==> config.mk <==
export PLATFORM = sky130hd
export DESIGN_NAME = pause_ctrl
export DESIGN_NICKNAME = d
export VERILOG_FILES = /design/src/rtl/pause_ctrl_pkg.sv /design/src/rtl/pause_ctrl_btn_debounce.sv /design/src/rtl/pause_ctrl.sv
export SDC_FILE = /design/constraint.sdc
export NUM_CORES = 1
export LEC_CHECK = 0
export ABC_AREA = 1
export BUFFER_PORTS_ARGS = -buffer_cell sky130_fd_sc_hd__buf_4
export CAP_MARGIN = 20
export CORE_MARGIN = 4
export CORE_UTILIZATION = 40
export CTS_CLUSTER_DIAMETER = 50
export DETAILED_ROUTE_END_ITERATION = 12
export GPL_TIMING_DRIVEN = 0
export REMOVE_ABC_BUFFERS = 1
export SYNTH_ARGS = -nofsm -noshare
export SYNTH_HDL_FRONTEND = slang
export SYNTH_SLANG_ARGS = --single-unit
==> constraint.sdc <==
create_clock -name clk -period 1.4 [get_ports clk]
set_clock_uncertainty 0.1 [all_clocks]
set_input_delay 0 -clock clk [delete_from_list [all_inputs] [get_ports clk]]
set_output_delay 0 -clock clk [all_outputs]
set_load 0.005 [all_outputs]
==> src/rtl/pause_ctrl_pkg.sv <==
// Shared types and default parameters for the washer pause/resume controller
// and its button debouncer.
package pause_ctrl_pkg;

  typedef enum logic [1:0] {
    ST_OFF    = 2'd0,
    ST_RUN    = 2'd1,
    ST_PAUSED = 2'd2,
    ST_DONE   = 2'd3
  } run_state_t;

  localparam int DEF_DEBOUNCE_CYCLES = 4;
  localparam int DEF_PAUSE_TIMEOUT   = 20;
  localparam int DEF_CNT_W           = 16;

endpackage

==> src/rtl/pause_ctrl_btn_debounce.sv <==
// Button conditioner: 2-flop synchroniser, stability counter and rising-edge
// detector. Shared by the pause, start and program buttons.
module btn_debounce
  import pause_ctrl_pkg::*;
#(
  parameter int DEBOUNCE_CYCLES = DEF_DEBOUNCE_CYCLES,
  parameter int CNT_W           = DEF_CNT_W
) (
  input  logic clk,
  input  logic rst,
  input  logic raw,
  output logic level,
  output logic press_evt
);

  logic             sync_a;
  logic             sync_b;
  logic [CNT_W-1:0] cnt;
  logic             differs;
  logic             accept;

  assign differs = (sync_b != level);
  assign accept  = differs && (cnt == CNT_W'(DEBOUNCE_CYCLES - 1));

  always_ff @(posedge clk or posedge rst) begin
    if (rst) begin
      sync_a    <= 1'b0;
      sync_b    <= 1'b0;
      cnt       <= '0;
      level     <= 1'b0;
      press_evt <= 1'b0;
    end else begin
      // NOTE: non-blocking assignments let sync_b take the old sync_a, forming
      // a true two-stage synchroniser regardless of statement order.
      sync_a    <= raw;
      sync_b    <= sync_a;
      press_evt <= accept && !level;
      if (accept) begin
        level <= ~level;
        cnt   <= '0;
      end else if (differs) begin
        cnt <= cnt + 1'b1;
      end else begin
        cnt <= '0;
      end
    end
  end

endmodule

==> src/rtl/pause_ctrl.sv <==
// Washer run-state controller: OFF/RUN/PAUSED/DONE with debounced pause button,
// power/finish priority and paused timeout. Optional macro: PAUSE_BLINK_EN.
module pause_ctrl
  import pause_ctrl_pkg::*;
#(
  parameter int DEBOUNCE_CYCLES = DEF_DEBOUNCE_CYCLES,
  parameter int PAUSE_TIMEOUT   = DEF_PAUSE_TIMEOUT,
  parameter int CNT_W           = DEF_CNT_W
`ifdef PAUSE_BLINK_EN
  ,
  parameter int BLINK_HALF      = 8
`endif
) (
  input  logic       clk,
  input  logic       rst,
  input  logic       power_on,
  input  logic       pause_btn,
  input  logic       finish,
  output logic       running,
  output logic       pause_led,
  output logic       done,
  output logic       timeout_pulse,
  output logic [1:0] state
);

  run_state_t       cur;
  run_state_t       nxt;
  logic             press_evt;
  logic             btn_level;
  logic             expire;
  logic [CNT_W-1:0] tmo_cnt;
  logic             running_nxt;
  logic             led_nxt;
  logic             done_nxt;
  logic             tmo_nxt;

  btn_debounce #(
    .DEBOUNCE_CYCLES(DEBOUNCE_CYCLES),
    .CNT_W          (CNT_W)
  ) u_btn (
    .clk      (clk),
    .rst      (rst),
    .raw      (pause_btn),
    .level    (btn_level),
    .press_evt(press_evt)
  );

  assign state = cur;

  // State register; outputs are registered from the next-state decode so they
  // move on the same edge as the state.
  always_ff @(posedge clk or posedge rst) begin
    if (rst) begin
      cur           <= ST_OFF;
      running       <= 1'b0;
      pause_led     <= 1'b0;
      done          <= 1'b0;
      timeout_pulse <= 1'b0;
    end else begin
      cur           <= nxt;
      running       <= running_nxt;
      pause_led     <= led_nxt;
      done          <= done_nxt;
      timeout_pulse <= tmo_nxt;
    end
  end

  // Paused-time counter; restarts on every entry to PAUSED and leaves before T.
  always_ff @(posedge clk or posedge rst) begin
    if (rst) begin
      tmo_cnt <= '0;
    end else if (cur == ST_PAUSED && nxt == ST_PAUSED) begin
      tmo_cnt <= tmo_cnt + 1'b1;
    end else begin
      tmo_cnt <= '0;
    end
  end

  always_comb begin
    // NOTE: defaults first so every path assigns every signal and no latch forms.
    nxt    = cur;
    expire = 1'b0;
    if (!power_on) begin
      nxt = ST_OFF;
    end else begin
      case (cur)
        ST_OFF: nxt = ST_RUN;
        ST_RUN: begin
          if (finish)         nxt = ST_DONE;
          else if (press_evt) nxt = ST_PAUSED;
        end
        ST_PAUSED: begin
          if (finish)         nxt = ST_DONE;
          else if (press_evt) nxt = ST_RUN;
          else if (tmo_cnt == CNT_W'(PAUSE_TIMEOUT - 1)) begin
            nxt    = ST_DONE;
            expire = 1'b1;
          end
        end
        ST_DONE: nxt = ST_DONE;
        default: nxt = ST_OFF;
      endcase
    end
  end

`ifdef PAUSE_BLINK_EN
  logic [CNT_W-1:0] blink_cnt;
  logic             blink_wrap;

  assign blink_wrap = (blink_cnt == CNT_W'(BLINK_HALF - 1));

  always_ff @(posedge clk or posedge rst) begin
    if (rst) begin
      blink_cnt <= '0;
    end else if (cur == ST_PAUSED && nxt == ST_PAUSED && !blink_wrap) begin
      blink_cnt <= blink_cnt + 1'b1;
    end else begin
      blink_cnt <= '0;
    end
  end
`endif

  always_comb begin
    running_nxt = (nxt == ST_RUN);
    done_nxt    = (nxt == ST_DONE);
    tmo_nxt     = expire;
`ifdef PAUSE_BLINK_EN
    // The registered pause_led doubles as the blink phase; entry starts high.
    led_nxt = 1'b0;
    if (nxt == ST_PAUSED) begin
      if (cur != ST_PAUSED) led_nxt = 1'b1;
      else                  led_nxt = blink_wrap ? ~pause_led : pause_led;
    end
`else
    led_nxt = (nxt == ST_PAUSED);
`endif
  end

endmodule

## Word level (Yosys, flattened, before mapping)

Index checks and enable logic that the tools add are counted.

- Register bits: 42
- Bits of input ports: 5

- Reduce and logical (&&, ||, !) cells: 5
- Bitwise operators: 1
- Mux-type cells: 15
- $add $sub $neg: 2
- Equality and inequality tests: 9

Operator list:

| cell | number |
|---|---|
| 2-to-1 mux 16 bit | 3 |
| adder 16 x 1 -> 16 bit, second input constant | 2 |
| == test 16 x 2 -> 1 bit, second input constant | 1 |
| == test 16 x 5 -> 1 bit, second input constant | 1 |
| 2-to-1 mux 2 bit | 6 |
| == test 2 bit, second input constant | 4 |
| one-hot mux 2 bit (4 select lines) | 1 |
| 2-to-1 mux 1 bit | 5 |
| == test 2 x 1 -> 1 bit, second input constant | 2 |
| logical AND 1 bit | 3 |
| logical NOT 2 bit | 1 |
| logical NOT 1 bit | 1 |
| != test 1 bit | 1 |
| inverter 1 bit | 1 |

## Logic depth before layout (Yosys ltp)

- Word-level depth: 9
- Depth in mapped cells: 10

## By module

A second synthesis with hierarchy kept.

- Cells, all modules: 276
- Area total of the unflattened synthesis: 2318.5 sq um

By module, submodules not included:

| module | area an instance (sq um) | cells an instance | sequential area each (sq um) | times used |
|---|---|---|---|---|
| pause_ctrl | 1208.7 | 130 | 550.5 | 1 |
| btn_debounce | 1109.8 | 146 | 500.5 | 1 |

## Worst setup path after synthesis

OpenSTA, ideal clock, no wires.

- Kind: flip-flop to flip-flop
- Start: register tmo_cnt[0]
- End: register tmo_cnt[7]
- Clock period less this slack: 1458 ps
- Data arrival time: 1289 ps
- Stages on the path, launching flop included: 10
- Buffers on the path: 1
- Slack: -58 ps
- Library setup time: 69 ps
- Path through: dfrtp_1 > ha_1 > nand3_1 > nor2_1 > nand2_1 > nand2_1 > nand2_2 > nand3_4 > buf_12 > nor2_2

- Cells in the longest elaborated chain, start to end: 9

RTL lines:

| what | line | RTL |
|---|---|---|
| from (decl) | pause_ctrl.sv:31 | `logic [CNT_W-1:0] tmo_cnt;` |
| from (signal assigned) | pause_ctrl.sv:73 | `tmo_cnt <= tmo_cnt + 1'b1;` |
| == test 16 x 5 -> 1 bit | pause_ctrl.sv:95 | `else if (tmo_cnt == CNT_W'(PAUSE_TIMEOUT - 1)) begin` |
| 2-to-1 mux 2 bit | pause_ctrl.sv:95 |  |
| 2-to-1 mux 2 bit | pause_ctrl.sv:94 | `else if (press_evt) nxt = ST_RUN;` |
| 2-to-1 mux 2 bit | pause_ctrl.sv:93 | `if (finish) nxt = ST_DONE;` |
| one-hot mux 2 bit (4 select lines) | pause_ctrl.sv:86 | `case (cur)` |
| 2-to-1 mux 2 bit | pause_ctrl.sv:83 | `if (!power_on) begin` |
| == test 2 bit | pause_ctrl.sv:72 | `end else if (cur == ST_PAUSED && nxt == ST_PAUSED) begin` |
| logical AND 1 bit | pause_ctrl.sv:72 |  |
| 2-to-1 mux 16 bit * | pause_ctrl.sv:72 |  |

Every way passes the cells marked *; elsewhere a longest branch is shown, timed or not.
A chain may end at the register's enable or synchronous reset.

## Worst setup path in the final report

- Start: register u_btn.cnt[0]
- End: register u_btn.cnt[10]

- Cells in the longest elaborated chain, start to end: 3

RTL lines:

| what | line | RTL |
|---|---|---|
| from (decl) | pause_ctrl_btn_debounce.sv:18 | `logic [CNT_W-1:0] cnt;` |
| from (signal assigned) | pause_ctrl_btn_debounce.sv:42 | `cnt <= cnt + 1'b1;` |
| adder 16 x 1 -> 16 bit or == test 16 x 2 -> 1 bit (tied branches) | pause_ctrl_btn_debounce.sv:42, pause_ctrl_btn_debounce.sv:23 |  |
| 2-to-1 mux 16 bit or logical AND 1 bit (tied branches) | pause_ctrl_btn_debounce.sv:41, pause_ctrl_btn_debounce.sv:23 |  |
| 2-to-1 mux 16 bit * | pause_ctrl_btn_debounce.sv:38 | `if (accept) begin` |

Marks and branches as above.

==> metrics.md <==
| Metric | Value |
|---|---|
| CP top delay family | `simple AND/OR/NAND/NOR gates` |
| First-pass GRT wire length | `between 7000 and 8000 um` |
| Finished Layout Cells | `between 300 and 400` |
| Fin crit share | `1.05` |
| Final Hold Vio Count | `0` |
| CP Max Fanout | `5` |
| PortBufs | `10` |
| Most common cell after layout, fill and taps aside | `nand2_1` |
| # H-tree levels | `2` |
| Critical Path Max Stage Delay | `around 0.37 ns` |
| Syn avg cell area | `8.30 um2` |
| Clock root cell | `clkbuf_8` |
| Sequential share of the synthesized area | `0.484` |
| Largest family of logic cells by synthesized area | `simple AND/OR/NAND/NOR gates` |
| GRT Residual Overflow | `0` |
| Fin util | `0.539` |
| Met3 Wirelength | `100 um` |
| Slew headroom | `0.417` |
| Setup WS post-layout | `-0.0715 ns` |
| Reg2reg start | `u_btn.cnt[0]$_DFF_PP0_` |
| R2R depth | `10` |
| Asr flop ratio synth | `1.00` |
| Adder-Cell Fraction of Synth Area | `0.0115` |
| EDFF count, synth | `0` |
| Final hold slack | `0.246 ns` |
| Hold Crit Start | `pause_btn` |
| Share of layout cells above drive strength 1 | `0.320` |
| Buffers and inverters on the worst path | `1` |
| Commonest cells after routing, fill and taps aside | `nand2_1, nor2_1, dfrtp_1, inv_1, buf_4` |
| Failing checks | `negative setup slack` |
| Seq cells post-synth | `42` |
| CP max stage cell | `dfrtp_1` |
| Vias in the first global route | `around 1700` |
| Diodes inserted | `0` |
| Compound-Gate Fraction of Synth Area | `0.0225` |
| DRC | `0` |
| WP data arrival | `roughly 1.6 ns` |
| Initial antenna violation count | `0` |
| # IOs | `11` |
| Die area | `~6700 um2` |
| Worst VDD drop | `roughly 0.81 mV` |
| Hold WC Path Type | `in -> reg` |
| Die H | `81.7 um` |
| Outcome | `finished with violations` |
| Hold Crit Depth | `2` |
| Core area | `~5200 um2` |
| Post-synthesis mux area share | `0` |
| Max Freq | `slightly below 0.7 GHz` |
| Post-Route WL | `around 4600 um` |
| RSZ-0062 raised after global routing | `true` |
| Synth Area in XOR/XNOR | `0.0720` |
| DP Cell Count | `between 300 and 400` |
| Design Power | `3.01 mW` |
| Num Clock Sinks | `between 40 and 50` |
| Max Cap Viol | `0` |
| Synth Cell Area | `between 2000 and 2500 um2` |
| Count of different cell masters after synthesis | `30` |
| Static Leak | `roughly 1.2 nW` |
| Post-DP HPWL | `2780 um` |
| Post-Route Setup TNS | `-0.834 ns` |
| Clk slew on worst S/H paths | `0.08 ns` |
| RePlAce Congestion | `0.799` |
| Top_reg_cell synth | `dfrtp_1` |
| DR iter-0 viols | `95` |
| DR WL/cell | `~12 um` |
| Initial Utilization | `0.420` |
| Largest net degree at the start of global routing | `43` |
| Die X | `a little over 80 um` |
| CP Class | `reg -> reg` |
| Metal-1 WL | `between 2000 and 2500 um` |
| FF-to-FF setup slack | `-0.07 ns` |
| Pwr Density | `about 1100 nW/um2` |
| Simple-Gate Fraction of Synth Area | `0.336` |
| CTS buffer count | `5` |
| # rows | `26` |
| Tightest Pin Transition | `0.873 ns` |
| Ys Warns | `0` |
| Worst path required time | `about 1.5 ns` |
| Routed wl met2 | `about 2400 um` |
| Setup crit end kind | `flip-flop` |
| Vias | `1740` |
| Pins over their slew limit | `0` |
| Routed Antenna Nets | `0` |
| Startpoint types | `flip-flop` |
| CTS max path bufs | `2` |
| Drt pass-1 iters | `4` |
| Worst path cell trace | `buf_6 -> ha_4 -> nand2_4 -> nor2_4 -> nand2_4 -> nor2_4 -> nand3_2 -> nand2_1 -> nand2_1 -> nor2_1` |
| Mapped Cells | `262` |
| Post-layout min period | `1.47 ns` |
| Synth-to-Final Area Change | `28.3%` |
| Final setup fails | `22` |
| Routed vias/inst | `~4.7` |
| Total track usage | `0.156` |
| Hold endpoint | `u_btn.sync_a$_DFF_PP0_` |
| Nets@finish | `roughly 300` |
| Top sig layer | `met4` |
| Critical R2R Capture | `u_btn.cnt[10]$_DFF_PP0_` |
| Skew-Pair Late Insertion Delay | `approximately 0.30 ns` |
| CTS tree | `yes` |
==> metrics by stage <==
stage / worst slack [ns] / area [um2]
finish: -0.0715 / 2790
global placement: -0.234 / 2300
detailed placement: -0.234 / 2300
floorplan: -0.0385 / 2140
CTS: -0.0791 / 2620
global route: -0.176 / 2790
==> layout make-up <==
| class | count | area, um2 |
|---|---|---|
| flip-flops and latches | 42 | 1060 |
| inverters | 35 | 134 |
| multi-input cells | 184 | 1140 |
| clock inverters | 2 | 60.1 |
| well taps | 70 | 87.6 |
| fillers | 465 | 2380 |
| repair buffers | 28 | 228 |
| clock buffers | 6 | 82.6 |
==> report_power, final <==
group          switching, mW  internal (mW)
combinational          0.267          0.193
sequential            0.0764           1.28
clock                  0.435          0.761
total                  0.779           2.24
==> routing by layer <==
layer / global-route usage / vias to the layer above
met2: 0.270 / 16
met5: 0 / -
met1: 0.189 / 832
li1: - / 884
met3: 0.0461 / 8
met4: 0.0415 / 0
==> synthesized netlist by cell type (all sizes together) (2+ instances only) <==
library cell   n  area (um2)
nand2         49         194
nand4          4        25.0
buf            2        31.3
inv           35         131
nor3           9        55.1
a21oi          2        10.0
xor2          15         139
ha             2        25.0
dfrtp         42        1050
nand3         21         123
nor2          69         307
o21ai          2        10.0
xnor2          2        17.5
==> flip-flops by register name, summed over array words and instances (netlist names) <==
signal           count
tmo_cnt             16
u_btn.cnt           16
state                2
done                 1
pause_led            1
running              1
timeout_pulse        1
u_btn.level          1
u_btn.press_evt      1
u_btn.sync_a         1
u_btn.sync_b         1
==> how the worst max path moves through the flow <==
stage,startpoint,to,slack (ns),depth (start not counted)
2_1_floorplan,tmo_cnt[0]$_DFF_PP0_,tmo_cnt[0]$_DFF_PP0_,-0.04,8
3_3_place_gp,tmo_cnt[0]$_DFF_PP0_,tmo_cnt[0]$_DFF_PP0_,-0.23,8
3_5_place_dp,tmo_cnt[0]$_DFF_PP0_,tmo_cnt[3]$_DFF_PP0_,-0.23,8
4_1_cts,u_btn.cnt[1]$_DFF_PP0_,u_btn.cnt[12]$_DFF_PP0_,-0.08,9
5_1_grt,u_btn.cnt[0]$_DFF_PP0_,u_btn.cnt[10]$_DFF_PP0_,-0.18,10
6_report,u_btn.cnt[0]$_DFF_PP0_,u_btn.cnt[10]$_DFF_PP0_,-0.07,10
==> worst reg2reg max path: stages, from the launching register on <==
cell and delay (ns):
dfrtp_1 0.37, buf_6 0.11, ha_4 0.14, nand2_4 0.06, nor2_4 0.12, nand2_4 0.08
nor2_4 0.17, nand3_2 0.08, nand2_1 0.06, nand2_1 0.04, nor2_1 0.09
==> timing repair <==
action                                  4_1_cts  5_1_grt
gates resized for setup                      12       38
buffers inserted                              9        6
hold buffers                                  4        0
hold endpoints to repair                     45        0
gates cloned                                  1        0
endpoints found under the setup margin       24       34
pin swaps                                    15       11
==> cells by family (layout without fill, tap and decap cells) <==
| group | Yosys count | after routing |
|---|---|---|
| buffers and inverters | 37 | 71 |
| and+or+nand+nor | 156 | 157 |
| xor gates and xnor gates | 17 | 17 |
| adders and majority gates | 2 | 2 |
| DFF | 42 | 42 |
| AOI/OAI and AO/OA | 8 | 8 |
Note: power is estimated with default switching activity, not from simulation.
